[config.mk]
export PLATFORM = sky130hd
export DESIGN_NAME = pipeline_hazard_ctrl_flat
export DESIGN_NICKNAME = d
export VERILOG_FILES = /design/src/rtl/pipeline_hazard_ctrl_if.sv /design/src/rtl/pipeline_hazard_ctrl.sv /design/src/flat_wrapper.sv
export SDC_FILE = /design/constraint.sdc
export NUM_CORES = 1
export LEC_CHECK = 0
export ABC_AREA = 1
export CAP_MARGIN = 20
export CORE_AREA = 2 2 63 76
export DETAILED_ROUTE_END_ITERATION = 8
export DIE_AREA = 0 0 65 78
export GPL_TIMING_DRIVEN = 0
export PLACE_DENSITY = 0.84
export RECOVER_POWER = 100
export SETUP_SLACK_MARGIN = 0.05
export SLEW_MARGIN = 5
export SYNTH_ARGS = -nofsm -noshare
export SYNTH_HDL_FRONTEND = slang
export SYNTH_SLANG_ARGS = --single-unit
[constraint.sdc]
create_clock -name clk -period 3.6 [get_ports clk]
set_input_delay 1.08 -clock clk [delete_from_list [all_inputs] [get_ports clk]]
set_output_delay 1.08 -clock clk [all_outputs]
set_load 0.02 [all_outputs]
[src/rtl/pipeline_hazard_ctrl_if.sv]
// rtl/pipeline_hazard_ctrl_if.sv - decode/execute status in, pipeline register control out
interface pipeline_hazard_ctrl_if #(
    parameter int REG_AW = 5,
    parameter int CNT_W  = 16
);
    logic [REG_AW-1:0] id_rs;
    logic [REG_AW-1:0] id_rt;
    logic              id_uses_rs;
    logic              id_uses_rt;
    logic              id_valid;
    logic              ex_mem_read;
    logic [REG_AW-1:0] ex_rd;
    logic              ex_redirect;
    logic              irq;
    logic              kernel;

    logic              pc_write;
    logic              if_id_write;
    logic              if_id_flush;
    logic              id_ex_flush;
    logic              irq_take;
    logic              irq_pending;
    logic [CNT_W-1:0]  stall_cnt;
    logic [CNT_W-1:0]  flush_cnt;

    modport master (
        output id_rs, id_rt, id_uses_rs, id_uses_rt, id_valid,
               ex_mem_read, ex_rd, ex_redirect, irq, kernel,
        input  pc_write, if_id_write, if_id_flush, id_ex_flush,
               irq_take, irq_pending, stall_cnt, flush_cnt
    );

    modport slave (
        input  id_rs, id_rt, id_uses_rs, id_uses_rt, id_valid,
               ex_mem_read, ex_rd, ex_redirect, irq, kernel,
        output pc_write, if_id_write, if_id_flush, id_ex_flush,
               irq_take, irq_pending, stall_cnt, flush_cnt
    );
endinterface

[src/rtl/pipeline_hazard_ctrl.sv]
// rtl/pipeline_hazard_ctrl.sv - load-use stall, redirect flush and IRQ injection control
module pipeline_hazard_ctrl #(
    parameter int REG_AW   = 5,
    parameter int LOAD_LAT = 1,
    parameter int CNT_W    = 16
) (
    input  logic                  clk,
    input  logic                  reset,
    pipeline_hazard_ctrl_if.slave bus
);
    localparam int SCNT_W = $clog2(LOAD_LAT) + 1;

    localparam logic [SCNT_W-1:0] IDLE         = '0;
    localparam logic [SCNT_W-1:0] STALL_RELOAD = SCNT_W'(LOAD_LAT - 1);
    localparam logic [CNT_W-1:0]  CNT_MAX      = '1;

    logic [SCNT_W-1:0] scnt;
    logic              irqPending;
    logic [CNT_W-1:0]  stallCnt;
    logic [CNT_W-1:0]  flushCnt;

    logic [REG_AW-1:0] exRd;
    logic              rsMatch;
    logic              rtMatch;
    logic              haz;
    logic              stalling;
    logic              redirect;
    logic              freeze;
    logic              take;

    assign exRd = bus.ex_rd;

    always_comb begin
        rsMatch  = bus.id_uses_rs && (exRd == bus.id_rs);
        rtMatch  = bus.id_uses_rt && (exRd == bus.id_rt);
        haz      = bus.ex_mem_read && bus.id_valid && (exRd != '0) && (rsMatch || rtMatch);
        stalling = (scnt != IDLE);
        redirect = bus.ex_redirect;
        // A redirect kills the stalled instruction, so it overrides any freeze.
        freeze   = !redirect && (stalling || haz);
        take     = !redirect && !freeze && irqPending && !bus.kernel && bus.id_valid;
    end

    assign bus.pc_write    = reset || !freeze;
    assign bus.if_id_write = reset || !freeze;
    assign bus.if_id_flush = !reset && (redirect || take);
    assign bus.id_ex_flush = !reset && (redirect || freeze);
    assign bus.irq_take    = !reset && take;
    assign bus.irq_pending = irqPending;
    assign bus.stall_cnt   = stallCnt;
    assign bus.flush_cnt   = flushCnt;

    always_ff @(posedge clk) begin
        if (reset) begin
            scnt <= IDLE;
        end else if (redirect) begin
            scnt <= IDLE;
        end else if (stalling) begin
            scnt <= scnt - SCNT_W'(1);
        end else if (haz) begin
            // The hazard cycle itself is the first bubble.
            scnt <= STALL_RELOAD;
        end
    end

    always_ff @(posedge clk) begin
        if (reset) begin
            irqPending <= 1'b0;
        end else if (take) begin
            irqPending <= 1'b0;
        end else if (bus.irq && !bus.kernel) begin
            irqPending <= 1'b1;
        end
    end

    always_ff @(posedge clk) begin
        if (reset) begin
            stallCnt <= '0;
            flushCnt <= '0;
        end else begin
            if (freeze && stallCnt != CNT_MAX) begin
                stallCnt <= stallCnt + CNT_W'(1);
            end
            if (redirect && flushCnt != CNT_MAX) begin
                flushCnt <= flushCnt + CNT_W'(1);
            end
        end
    end
endmodule

[src/flat_wrapper.sv]
// flat-port wrapper written by rule: the top's interface ports become plain ports
module pipeline_hazard_ctrl_flat 
#(
    parameter int REG_AW   = 5,
    parameter int LOAD_LAT = 1,
    parameter int CNT_W    = 16
)
  (clk, reset, bus_id_rs, bus_id_rt, bus_id_uses_rs, bus_id_uses_rt, bus_id_valid, bus_ex_mem_read, bus_ex_rd, bus_ex_redirect, bus_irq, bus_kernel, bus_pc_write, bus_if_id_write, bus_if_id_flush, bus_id_ex_flush, bus_irq_take, bus_irq_pending, bus_stall_cnt, bus_flush_cnt);
  pipeline_hazard_ctrl_if #(.REG_AW(REG_AW), .CNT_W(CNT_W)) bus_i ();
  input  logic clk;
  input  logic reset;
  input wire logic [$bits(bus_i.id_rs)-1:0] bus_id_rs;
  input wire logic [$bits(bus_i.id_rt)-1:0] bus_id_rt;
  input wire logic [$bits(bus_i.id_uses_rs)-1:0] bus_id_uses_rs;
  input wire logic [$bits(bus_i.id_uses_rt)-1:0] bus_id_uses_rt;
  input wire logic [$bits(bus_i.id_valid)-1:0] bus_id_valid;
  input wire logic [$bits(bus_i.ex_mem_read)-1:0] bus_ex_mem_read;
  input wire logic [$bits(bus_i.ex_rd)-1:0] bus_ex_rd;
  input wire logic [$bits(bus_i.ex_redirect)-1:0] bus_ex_redirect;
  input wire logic [$bits(bus_i.irq)-1:0] bus_irq;
  input wire logic [$bits(bus_i.kernel)-1:0] bus_kernel;
  output wire logic [$bits(bus_i.pc_write)-1:0] bus_pc_write;
  output wire logic [$bits(bus_i.if_id_write)-1:0] bus_if_id_write;
  output wire logic [$bits(bus_i.if_id_flush)-1:0] bus_if_id_flush;
  output wire logic [$bits(bus_i.id_ex_flush)-1:0] bus_id_ex_flush;
  output wire logic [$bits(bus_i.irq_take)-1:0] bus_irq_take;
  output wire logic [$bits(bus_i.irq_pending)-1:0] bus_irq_pending;
  output wire logic [$bits(bus_i.stall_cnt)-1:0] bus_stall_cnt;
  output wire logic [$bits(bus_i.flush_cnt)-1:0] bus_flush_cnt;
  assign bus_i.id_rs = bus_id_rs;
  assign bus_i.id_rt = bus_id_rt;
  assign bus_i.id_uses_rs = bus_id_uses_rs;
  assign bus_i.id_uses_rt = bus_id_uses_rt;
  assign bus_i.id_valid = bus_id_valid;
  assign bus_i.ex_mem_read = bus_ex_mem_read;
  assign bus_i.ex_rd = bus_ex_rd;
  assign bus_i.ex_redirect = bus_ex_redirect;
  assign bus_i.irq = bus_irq;
  assign bus_i.kernel = bus_kernel;
  assign bus_pc_write = bus_i.pc_write;
  assign bus_if_id_write = bus_i.if_id_write;
  assign bus_if_id_flush = bus_i.if_id_flush;
  assign bus_id_ex_flush = bus_i.id_ex_flush;
  assign bus_irq_take = bus_i.irq_take;
  assign bus_irq_pending = bus_i.irq_pending;
  assign bus_stall_cnt = bus_i.stall_cnt;
  assign bus_flush_cnt = bus_i.flush_cnt;
  pipeline_hazard_ctrl #(.REG_AW(REG_AW), .LOAD_LAT(LOAD_LAT), .CNT_W(CNT_W)) u_core (.clk(clk), .reset(reset), .bus(bus_i));
endmodule
### Yosys cells after proc, flatten, opt, wreduce, memory -nomap -nowiden

Cells that the tools add are included.

* input port bits: 24
* register bits after elaboration: 34
* output and inout port bits: 38
* word-level logic and storage cells: 40

* bitwise operators: 1
* reduce and logical (&&, ||, !) cells: 28
* equal/unequal tests: 4
* add/sub/neg operators: 3

Operators by type and width (count)
* adder 16 x 1 -> 16 bit, second input constant: 2
* != test 16 bit, second input constant: 2
* logical AND 1 bit: 16
* == test 5 bit: 2
* logical OR 1 bit: 5
* nonzero test 5 bit: 1
* logical NOT 1 bit: 4
* OR reduction 3 bit: 1
* OR reduction 2 bit: 1
* NOT 1 bit: 1
* subtractor 1 bit, second input constant: 1

### Logic depth before layout (Yosys ltp)

* word-level depth: 13
* mapped depth: 12
* mapped depth without buffers: 12

### Least setup slack after synthesis

OpenSTA, ideal clock, no wires.

* kind: input port to output port
* start point: input port bus_id_rs[0]
* end point: output port bus_pc_write
* arrival time: 2.269 ns
* stages: 11
* path slack: 0.251 ns
* buffers on the path: 2
* path through: inv_1 nand2_1 nand2_1 nor2_1 nand3_1 nand2_1 nand2_1 nand2_2 buf_2 nand3_1 buf_4

* cells in the longest elaborated chain, start to end: 8

RTL lines
* start: declaration: line flat_wrapper.sv:12 `input wire logic [$bits(bus_i.id_rs)-1:0] bus_id_rs;`
* == test 5 bit: line pipeline_hazard_ctrl.sv:34 `rsMatch = bus.id_uses_rs && (exRd == bus.id_rs);`
* logical AND 1 bit: line pipeline_hazard_ctrl.sv:34
* logical OR 1 bit: line pipeline_hazard_ctrl.sv:36 `haz = bus.ex_mem_read && bus.id_valid && (exRd != '0) && (rsMatch || rtMatch);`
* logical AND 1 bit: line pipeline_hazard_ctrl.sv:36
* logical OR 1 bit: line pipeline_hazard_ctrl.sv:40 `freeze = !redirect && (stalling || haz);`
* logical AND 1 bit: line pipeline_hazard_ctrl.sv:40
* logical NOT 1 bit
* logical OR 1 bit
* end: declaration: line flat_wrapper.sv:22 `output wire logic [$bits(bus_i.pc_write)-1:0] bus_pc_write;`

No other way between the ends.

### Worst setup path in the final report

* start point: input port bus_id_uses_rs
* end point: output port bus_pc_write

* cells in the longest elaborated chain, start to end: 7

RTL lines
* start: declaration: line flat_wrapper.sv:14 `input wire logic [$bits(bus_i.id_uses_rs)-1:0] bus_id_uses_rs;`
* logical AND 1 bit: line pipeline_hazard_ctrl.sv:34
* logical OR 1 bit: line pipeline_hazard_ctrl.sv:36
* logical AND 1 bit: line pipeline_hazard_ctrl.sv:36
* logical OR 1 bit: line pipeline_hazard_ctrl.sv:40
* logical AND 1 bit: line pipeline_hazard_ctrl.sv:40
* logical NOT 1 bit: line pipeline_hazard_ctrl.sv:44 `assign bus.pc_write = reset || !freeze;`
* logical OR 1 bit: line pipeline_hazard_ctrl.sv:44

No other way between the ends.

==> results.tsv <==
metric	value	unit
grt_pass1_vias	2206	
routed_via_density	5.29	
nets	429	
drv_cap	0	
critPathCaptureType	output port	
fin_worst_skew	0.0105	ns
clk-insertion-delay-late	0.30	ns
power_density	269	mW/mm2
htree_levels	2	
grt_antenna_before_repair	0	
syn-cell-area	0.00213	mm2
clock-sinks	34	
critPathMaxFanout	3	
final_max_slew_viol_count	0	
clkTransAtPathRegs	0.07	ns
postSynth.asyncResetShare	0	
initial_core_util	0.500	
clock-root-buffer	clkbuf_8	
rsz0062_at_grt	yes	
pre_cts_slack	-0.903	ns
overflow	0	
whs	0.493	ns
synth_fp_nets	358	
areaGrowthSynthToFinish	35.8	%
critPathKind	in -> out	
grt_usage	0.241	
die-area	0.00507	mm2
synth_seq_cells	34	
core_area	0.00426	mm2
cts_buffer_depth	2	
n_antenna_cell	0	
place_congestion	0.911	
p_leak	1.32	nW
fin_crit_sh	0.967	
first_iter_violations	158	
die_y	78	um
fillerInstances	391	
routed_wl	5970	um
min_path_type	reg -> reg	
numCtsBuffers	5	
synth.distinct_cells	35	
ys.flop_type	dfxtp_1	
detail_route.wl_per_cell	13.0	um
setup_ws	0.117	ns
worstSetupStartpointType	input port	
die_x	65	um
vias	2429	
grt_pass1_wl	9560	um
synthTopCellsByArea	dfxtp_1 (32%), nand2_1 (17%), nor2_1 (6.3%)	
synth_edf_count	0	
synth_top_area_cell	dfxtp_1	
outcome	finished, final reports clean	
drcViolationCount	0	
yosys_warnings	0	
num_rows	26	
hpwl	4380	um
hold_viol	0	
setup_viol	0	
final.min_clock_period	3.48	ns
firstDrtPassIters	5	
ys_seq_area_frac	0.319	
synth.top_cell.area_share	0.319	
cts_tree	done	
drt.antenna.violating_nets	0	
ir_drop	0.213	mV
critPathRequiredTime	2.52	ns
syn_area_per_cell	6.42	um2
tns	0	ns
numPortBuffers	61	
worstPathArrival	2.40	ns
fmax	0.287	GHz
synth_cells	332	
ioPinCount	62	
grt_max_degree	11	
drive_gt1_frac	0.0893	
[metrics by stage]
step / instance area [um2] / utilization / power [mW] / instances
global placement: 2810 / 0.660 / 0.502 / 449
finish: 2890 / 0.679 / 0.778 / 459
detailed placement: 2810 / 0.660 / 0.505 / 449
CTS: 2910 / 0.684 / 0.783 / 458
global route: 2890 / 0.679 / 0.807 / 459
floorplan: 2130 / - / 0.449 / 332
[layer usage]
metal,vias up,part of all wire,wire [um],track usage
met3,16,0.056,332,0.0522
met5,-,0,0,0
li1,1215,-,-,-
met1,1113,0.40,2410,0.257
met2,85,0.52,3110,0.449
met4,0,0.020,121,0.0936
[worst max-delay path, stage by stage]
cell and delay, ns:
clkdlybuf4s50_1 0.46, nand2_1 0.05, nor2_1 0.09, nand3_1 0.07, nand2_1 0.08, nand2_2 0.08
nand2_4 0.07, buf_8 0.11, nand3_4 0.06, buf_6 0.12, buf_6 0.12
[synth_stat cells, drive strengths merged, types with 2 or more instances]
library cell and instances:
nand2 99, a21oi 26, nor4 2, nand4 19, nor2 38, o21ai 9, xor2 11, clkbuf 3
nand3 20, nor3 8, inv 41, nor3b 3, ha 2, dfxtp 34, xnor2 4, buf 7
[state kept, by name (all words and copies together) (netlist names)]
| register | cells |
|---|---|
| u_core.bus.flush_cnt | 16 |
| u_core.bus.irq_pending | 1 |
| u_core.bus.stall_cnt | 16 |
| u_core.scnt | 1 |
[placed cells by master, fill, tap and decap left out, types with 2 or more instances in the layout]
master           count
clkbuf_1             6
clkbuf_8             5
nand2_4              3
buf_4                2
inv_2                6
nand4_1             19
inv_1               34
buf_2                3
a21oi_1             25
o21ai_0              7
dfxtp_1             34
dlymetal6s2s_1       2
nand3_1             19
xnor2_1              4
nor2_1              36
dlygate4sd3_1       33
xor2_1              11
o21ai_1              2
nand2_1             95
dlygate4sd2_1       14
buf_6                2
nor3_1               8
clkdlybuf4s50_1      7
nor4_1               2
ha_1                 2
clkbuf_2             4
[power breakdown]
group	internal, mW	switching (mW)	total, mW
Sequential	0.381	0.00525	0.386
Combinational	0.0455	0.0617	0.107
Clock	0.133	0.152	0.285
[worst paths after layout]
kind              slack [ns]  depth (start not counted)                       to                    start
setup / recovery        0.12                         11             bus_pc_write           bus_id_uses_rs
hold / removal          0.49                          2  u_core.bus.stall_cnt[3]  u_core.bus.stall_cnt[3]
setup reg to reg        1.23                         10  u_core.bus.stall_cnt[5]  u_core.bus.stall_cnt[1]
hold reg to reg         0.49                          2  u_core.bus.stall_cnt[3]  u_core.bus.stall_cnt[3]
[kinds of logic (layout without fill, tap and decap cells)]
group / Yosys count / after routing / synth area share
AO/OA/AOI/OAI: 38 / 38 / 0.0969
XOR/XNOR: 15 / 15 / 0.0617
adder cells (fa/ha/maj): 2 / 2 / 0.0117
buffers and inverters: 51 / 122 / 0.0969
flip-flops: 34 / 34 / 0.319
other: 1 / 1 / 0.00176
AND/OR/NAND/NOR: 191 / 191 / 0.412
[final cells by class]
cell class | instances | area (um2) | area share
flip-flops and latches | 34 | 681 | 0.235
inverters | 41 | 154 | 0.0532
clock inverters | 1 | 7.51 | 0.00259
repair buffers | 64 | 597 | 0.206
multi-input cells | 247 | 1250 | 0.431
clock buffers | 6 | 72.6 | 0.0251
well taps | 56 | 70.1 | 0.0242
plain buffers | 10 | 65.1 | 0.0225
[timing repair]
item                                    in CTS  in global routing
hold buffers                                 0                  0
gates resized for setup                     50                  5
endpoints found under the setup margin       5                  5
buffers inserted                             2                  1
pin swaps                                   10                  3
(Power assumes the default switching activity.)
==> RTL edit 1 (same settings) <==
`REG_AW` is set to 5 in 3 places; all go to 4.
--- a/src/rtl/pipeline_hazard_ctrl_if.sv
+++ b/src/rtl/pipeline_hazard_ctrl_if.sv
@@ -1,6 +1,6 @@
 // rtl/pipeline_hazard_ctrl_if.sv - decode/execute status in, pipeline register control out
 interface pipeline_hazard_ctrl_if #(
-    parameter int REG_AW = 5,
+    parameter int REG_AW = 4,
     parameter int CNT_W  = 16
 );
     logic [REG_AW-1:0] id_rs;
--- a/src/rtl/pipeline_hazard_ctrl.sv
+++ b/src/rtl/pipeline_hazard_ctrl.sv
@@ -1,6 +1,6 @@
 // rtl/pipeline_hazard_ctrl.sv - load-use stall, redirect flush and IRQ injection control
 module pipeline_hazard_ctrl #(
-    parameter int REG_AW   = 5,
+    parameter int REG_AW   = 4,
     parameter int LOAD_LAT = 1,
     parameter int CNT_W    = 16
 ) (
--- a/src/flat_wrapper.sv
+++ b/src/flat_wrapper.sv
@@ -1,7 +1,7 @@
 // flat-port wrapper written by rule: the top's interface ports become plain ports
 module pipeline_hazard_ctrl_flat 
 #(
-    parameter int REG_AW   = 5,
+    parameter int REG_AW   = 4,
     parameter int LOAD_LAT = 1,
     parameter int CNT_W    = 16
 )
Ports: changed (resized bus_ex_rd, bus_id_rs and bus_id_rt); port bits go from 62 to 59. The function was not compared with the original's and may differ.
==> RTL edit 1 against the unedited design <==
  * Cell area down 2.5%
  * Power increased by 6.9%
  * Worst setup slack improved by 1.4 ps
  * Global-route usage is 0.89 points lower
  * Non-clock buffer count fell by 2
  * Sequential power is essentially flat
  * Sequential cell count is the same
  * Core utilization is 1.7 points lower
  * Highest routed layer unchanged
  * Routed wire length fell by 9.2%
  * Synthesized area fell by 2.2%
  * Final cell count is 3.3% lower
  * Die area is the same
  * Fmax is essentially flat
  * Combinational power down 8%
==> RTL edit 1: results (changes against the unedited design) <==
outcome=complete, no violations (unchanged); met2 Use GR=0.4227 (was 0.4495); met2 wire len=2847 um (was 3107 um); crit path to=bus_if_id_flush (was bus_pc_write); hold endpoint=u_core.bus.flush_cnt[15] (was u_core.bus.stall_cnt[3]); Fin Clk Skew=7.439 ps (was 10.51 ps); Achievable Freq=287.2 MHz (was 287.1 MHz); DR WL/cell=12.22 um (was 13.01 um); vias in the first global route=2,202 (was 2,206); CP Launch Point=bus_ex_redirect (was bus_id_uses_rs); Via-to-Cell Ratio=5.160 (was 5.292); Detailed Route Iter0 Violations=143 (was 158); Met1 Routed Length=2216 um (was 2410 um); # port buffers=57 (was 61); global-route wire length before repair=9473 um (was 9556 um); Layout clock area frac=0.03856 (was 0.02767); Post-Syn Instances=319 (was 332); Fillers=394 (was 391); signal buffers share of area=0.2207 (was 0.2287); Placed Cells incl. Taps=432 (was 449); sequential share of the synthesized area=0.3265 (was 0.3194); metal3 WL=258 um (was 332 um); pre-CTS setup slack=-892.5 ps (was -903.4 ps); peak supply drop=0.0001951 V (was 0.0002126 V); total track usage=0.2317 (was 0.2407); Non-clock buffers=72 (was 74); met3 GRT Util=0.04493 (was 0.05217); Layout Nets=410 (was 429); Syn Nets=342 (was 358); Pint=0.6260 mW (was 0.5590 mW); Detailed Place HPWL=4098 um (was 4380 um); layout cells sized above 1=0.08763 (was 0.08933); Pleak=1.174 nW (was 1.324 nW); area share of fa/ha/maj cells after synthesis=0.01200 (was 0.01174); nonclk inv count=36 (was 41); global-route met1 utilization=0.2660 (was 0.2568); internal reg-to-reg setup slack=1390 ps (was 1230 ps); top post-synthesis cells by count=81 x nand2_1, 42 x nor2_1, 34 x dfxtp_1, 34 x inv_1 (was 96 x nand2_1, 36 x nor2_1, 35 x inv_1, 34 x dfxtp_1, 24 x a21oi_1); comb_multi_in=238 (was 247); fraction of area in multi-input gates=0.4269 (was 0.4310)
## RTL edit 1: changes by cell type after synthesis, moves of 3 or more
cell and change:
a21oi_1 -5, a21oi_2 +7, inv_2 -5, nand2_1 -15
nand2_2 +3, nor2_1 +6, o21ai_0 +5, o21ai_1 -6
## RTL edit 1: power by group through the flow
stage	Combinational [mW]	Clock, mW	Sequential [mW]
CTS	0.104	0.356	0.385
finish	0.0980	0.349	0.385
global placement	0.0988	0	0.394
floorplan	0.0478	0	0.398
global route	0.109	0.366	0.386
detailed placement	0.101	0	0.394
## RTL edit 1: metrics by stage
stage | util | area (um2) | hold WS, ps
after global placement | 0.6395 | 2725 | 480.4
after floorplan | - | 2085 | 552.9
after CTS | 0.6744 | 2874 | 505.9
final | 0.6624 | 2823 | 494.8
after global routing | 0.6624 | 2823 | 532.2
after detailed placement | 0.6395 | 2725 | 495.5
## RTL edit 1: repair_timing
action	CTS	global route
pin swaps	9	4
setup endpoints to repair	5	5
buffers inserted	3	2
gates resized for setup	44	6
==> RTL edit 2 (same flow settings) <==
Made on the original files. Put a register stage on the output `bus.irq_take`. The value now appears one clock later.
--- a/src/rtl/pipeline_hazard_ctrl.sv
+++ b/src/rtl/pipeline_hazard_ctrl.sv
@@ -45,7 +45,9 @@
     assign bus.if_id_write = reset || !freeze;
     assign bus.if_id_flush = !reset && (redirect || take);
     assign bus.id_ex_flush = !reset && (redirect || freeze);
-    assign bus.irq_take    = !reset && take;
+    always_ff @(posedge clk) begin
+        bus.irq_take <= !reset && take;
+    end
     assign bus.irq_pending = irqPending;
     assign bus.stall_cnt   = stallCnt;
     assign bus.flush_cnt   = flushCnt;
Behaviour: not the same (Yosys sat finds a counterexample within 4 cycles, from zero or initial values and one cycle with reset high).
==> RTL edit 2 against the unedited design <==
  * Sequential cell count grew 1
  * Via count shrank 2.0%
  * Final cell count stayed put
  * Largest cell class unchanged
  * Worst hold slack better by 7.6 ps
  * Power increased by 12%
  * Critical path type unchanged
  * First-iteration DRC count shrank 25%
  * Die area stayed put
  * Cell area increased by 0.91%
  * Global-route usage fell by 0.50 points
  * Synthesized area up 0.94%
  * Routed wire length shrank 4.1%
  * Critical path depth is 1 lower
  * Worst setup slack improved by 27 ps
==> RTL edit 2: results (changes against the unedited design) <==
DR WL/cell=12.47 um (was 13.01 um); # port buffers=61 (unchanged); Layout Nets=428 (was 429); H-tree Lvls=2 (unchanged); layout cells sized above 1=0.08437 (was 0.08933); R2R depth=10 (unchanged); Num CTS Buffers=5 (unchanged); initial antenna violation count=0 (unchanged); met2 wire len=2981 um (was 3107 um); Tightest Pin Transition=561.8 ps; area share of fa/ha/maj cells after synthesis=0.01163 (was 0.01174); TritonRoute pass-1 iters=4 (was 5); Gate power share=0.116 (was 0.138); crit-path max FO=4 (was 3); Placed Cells incl. Taps=450 (was 449); Synth Area in XOR/XNOR=0.06108 (was 0.06166); Detailed Route Iter0 Violations=119 (was 158); Fillers=387 (was 391); routed wire length=5726 um (was 5972 um); Syn Nets=359 (was 358); Pleak=1.326 nW (was 1.324 nW); top post-synthesis cells by count=96 x nand2_1, 36 x nor2_1, 35 x dfxtp_1, 35 x inv_1, 24 x a21oi_1 (was 96 x nand2_1, 36 x nor2_1, 35 x inv_1, 34 x dfxtp_1, 24 x a21oi_1); internal reg-to-reg setup slack=1150 ps (was 1230 ps); hold endpoint=u_core.bus.stall_cnt[13] (was u_core.bus.stall_cnt[3]); peak supply drop=0.0002380 V (was 0.0002126 V); top routing layer used=met4 (unchanged); Met1 Routed Length=2261 um (was 2410 um); largest net degree at the start of global routing=12 (was 11); total track usage=0.2356 (was 0.2407); Post-Syn Instances=333 (was 332); Placed Instance Area=2831 um2 (was 2811 um2); Psw=0.2138 mW (was 0.2189 mW); RR Endpoint=u_core.bus.stall_cnt[14] (was u_core.bus.stall_cnt[5]); n_diodes=0 (unchanged); sequential share of the synthesized area=0.3258 (was 0.3194); Synth async-reset ratio=0 (unchanged); count of different cell masters after synthesis=35 (unchanged); global-route wire length before repair=9508 um (was 9556 um); Via-to-Cell Ratio=5.185 (was 5.292); outcome=complete, no violations (unchanged); crit path DAT=2380 ps (was 2400 ps); R2R Path Start=u_core.bus.stall_cnt[0] (was u_core.bus.stall_cnt[1]); worst-case clock buffer depth=2 (unchanged); routability cong.=0.8954 (was 0.9114); Fin Clk Skew=8.244 ps (was 10.51 ps); met2 Use GR=0.4526 (was 0.4495); metal3 WL=375 um (was 332 um); hold slack=500.2 ps (was 492.7 ps); global-route met1 utilization=0.2471 (was 0.2568); worst-skew pair later-pin latency=290 ps; Detailed Place HPWL=4143 um (was 4380 um); HP Start=u_core.bus.stall_cnt[13] (was u_core.bus.stall_cnt[3]); synth top area cells=dfxtp_1 33%, nand2_1 17%, nor2_1 6.3%, inv_1 6.1%, a21oi_1 5.6% (was dfxtp_1 32%, nand2_1 17%, nor2_1 6.3%, inv_1 6.2%, a21oi_1 5.6%); Seq group=0.397 mW (was 0.386 mW); met3 GRT Util=0.04203 (was 0.05217); P per Cell Area=298.7 nW/um2 (was 268.8 nW/um2); post-synthesis compound-gate area fraction=0.09599 (was 0.09689); Hold Path Class=reg -> reg (unchanged); vias in the first global route=2,274 (was 2,206); Hold Crit Depth=2 (unchanged)
## RTL edit 2: cell types whose count changed in the layout (fill, tap and decap cells not counted), sizes merged
cell,change
clkinvlp,-1
clkdlybuf4s50,+1
dlygate4sd3,+1
bufinv,+1
dlygate4sd2,+1
dfxtp,+1
clkinv,+1
clkbuf,-2
buf,-1
dlymetal6s2s,-2
## RTL edit 2: timing repair
item / in CTS / in global routing
setup buffers: 2 / 0
resized for setup: 45 / 1
endpoints found under the setup margin: 4 / 3
pin swaps: 11 / 5
## RTL edit 2: area by class of cell
cell class / count / area, um2 / share of cell area
Inverter: 41 / 153.9 / 0.05270
Sequential cell: 35 / 700.7 / 0.2399
Tap cell: 56 / 70.07 / 0.02399
Clock inverter: 2 / 35.03 / 0.01200
Multi-Input combinational cell: 247 / 1241 / 0.4250
Clock buffer: 6 / 82.58 / 0.02828
Buffer: 9 / 48.80 / 0.01671
Timing Repair Buffer: 63 / 588.1 / 0.2014
## RTL edit 2: how the worst max path moves through the flow
stage	startpoint	end	slack (ps)
CTS	bus_id_uses_rt	bus_pc_write	90
global route	bus_ex_rd[0]	bus_if_id_flush	20
floorplan	bus_id_rs[0]	bus_pc_write	250
detailed placement	bus_ex_rd[3]	bus_pc_write	-900
finish	bus_id_uses_rs	bus_pc_write	140
global placement	bus_ex_rd[1]	bus_pc_write	-860
## RTL edit 2: critical path: cells and delay by family
kind / cells / cell delay, ps
buffers and inverters: 3 / 700
and+or+nand+nor: 7 / 590
## RTL edit 2: metrics by stage
step | utilization | setup WS [ps]
finish | 0.6853 | 144.1
CTS | 0.6973 | 87.08
detailed placement | 0.6644 | -899.4
global route | 0.6853 | 15.51
global placement | 0.6644 | -863.9
floorplan | - | 250.8
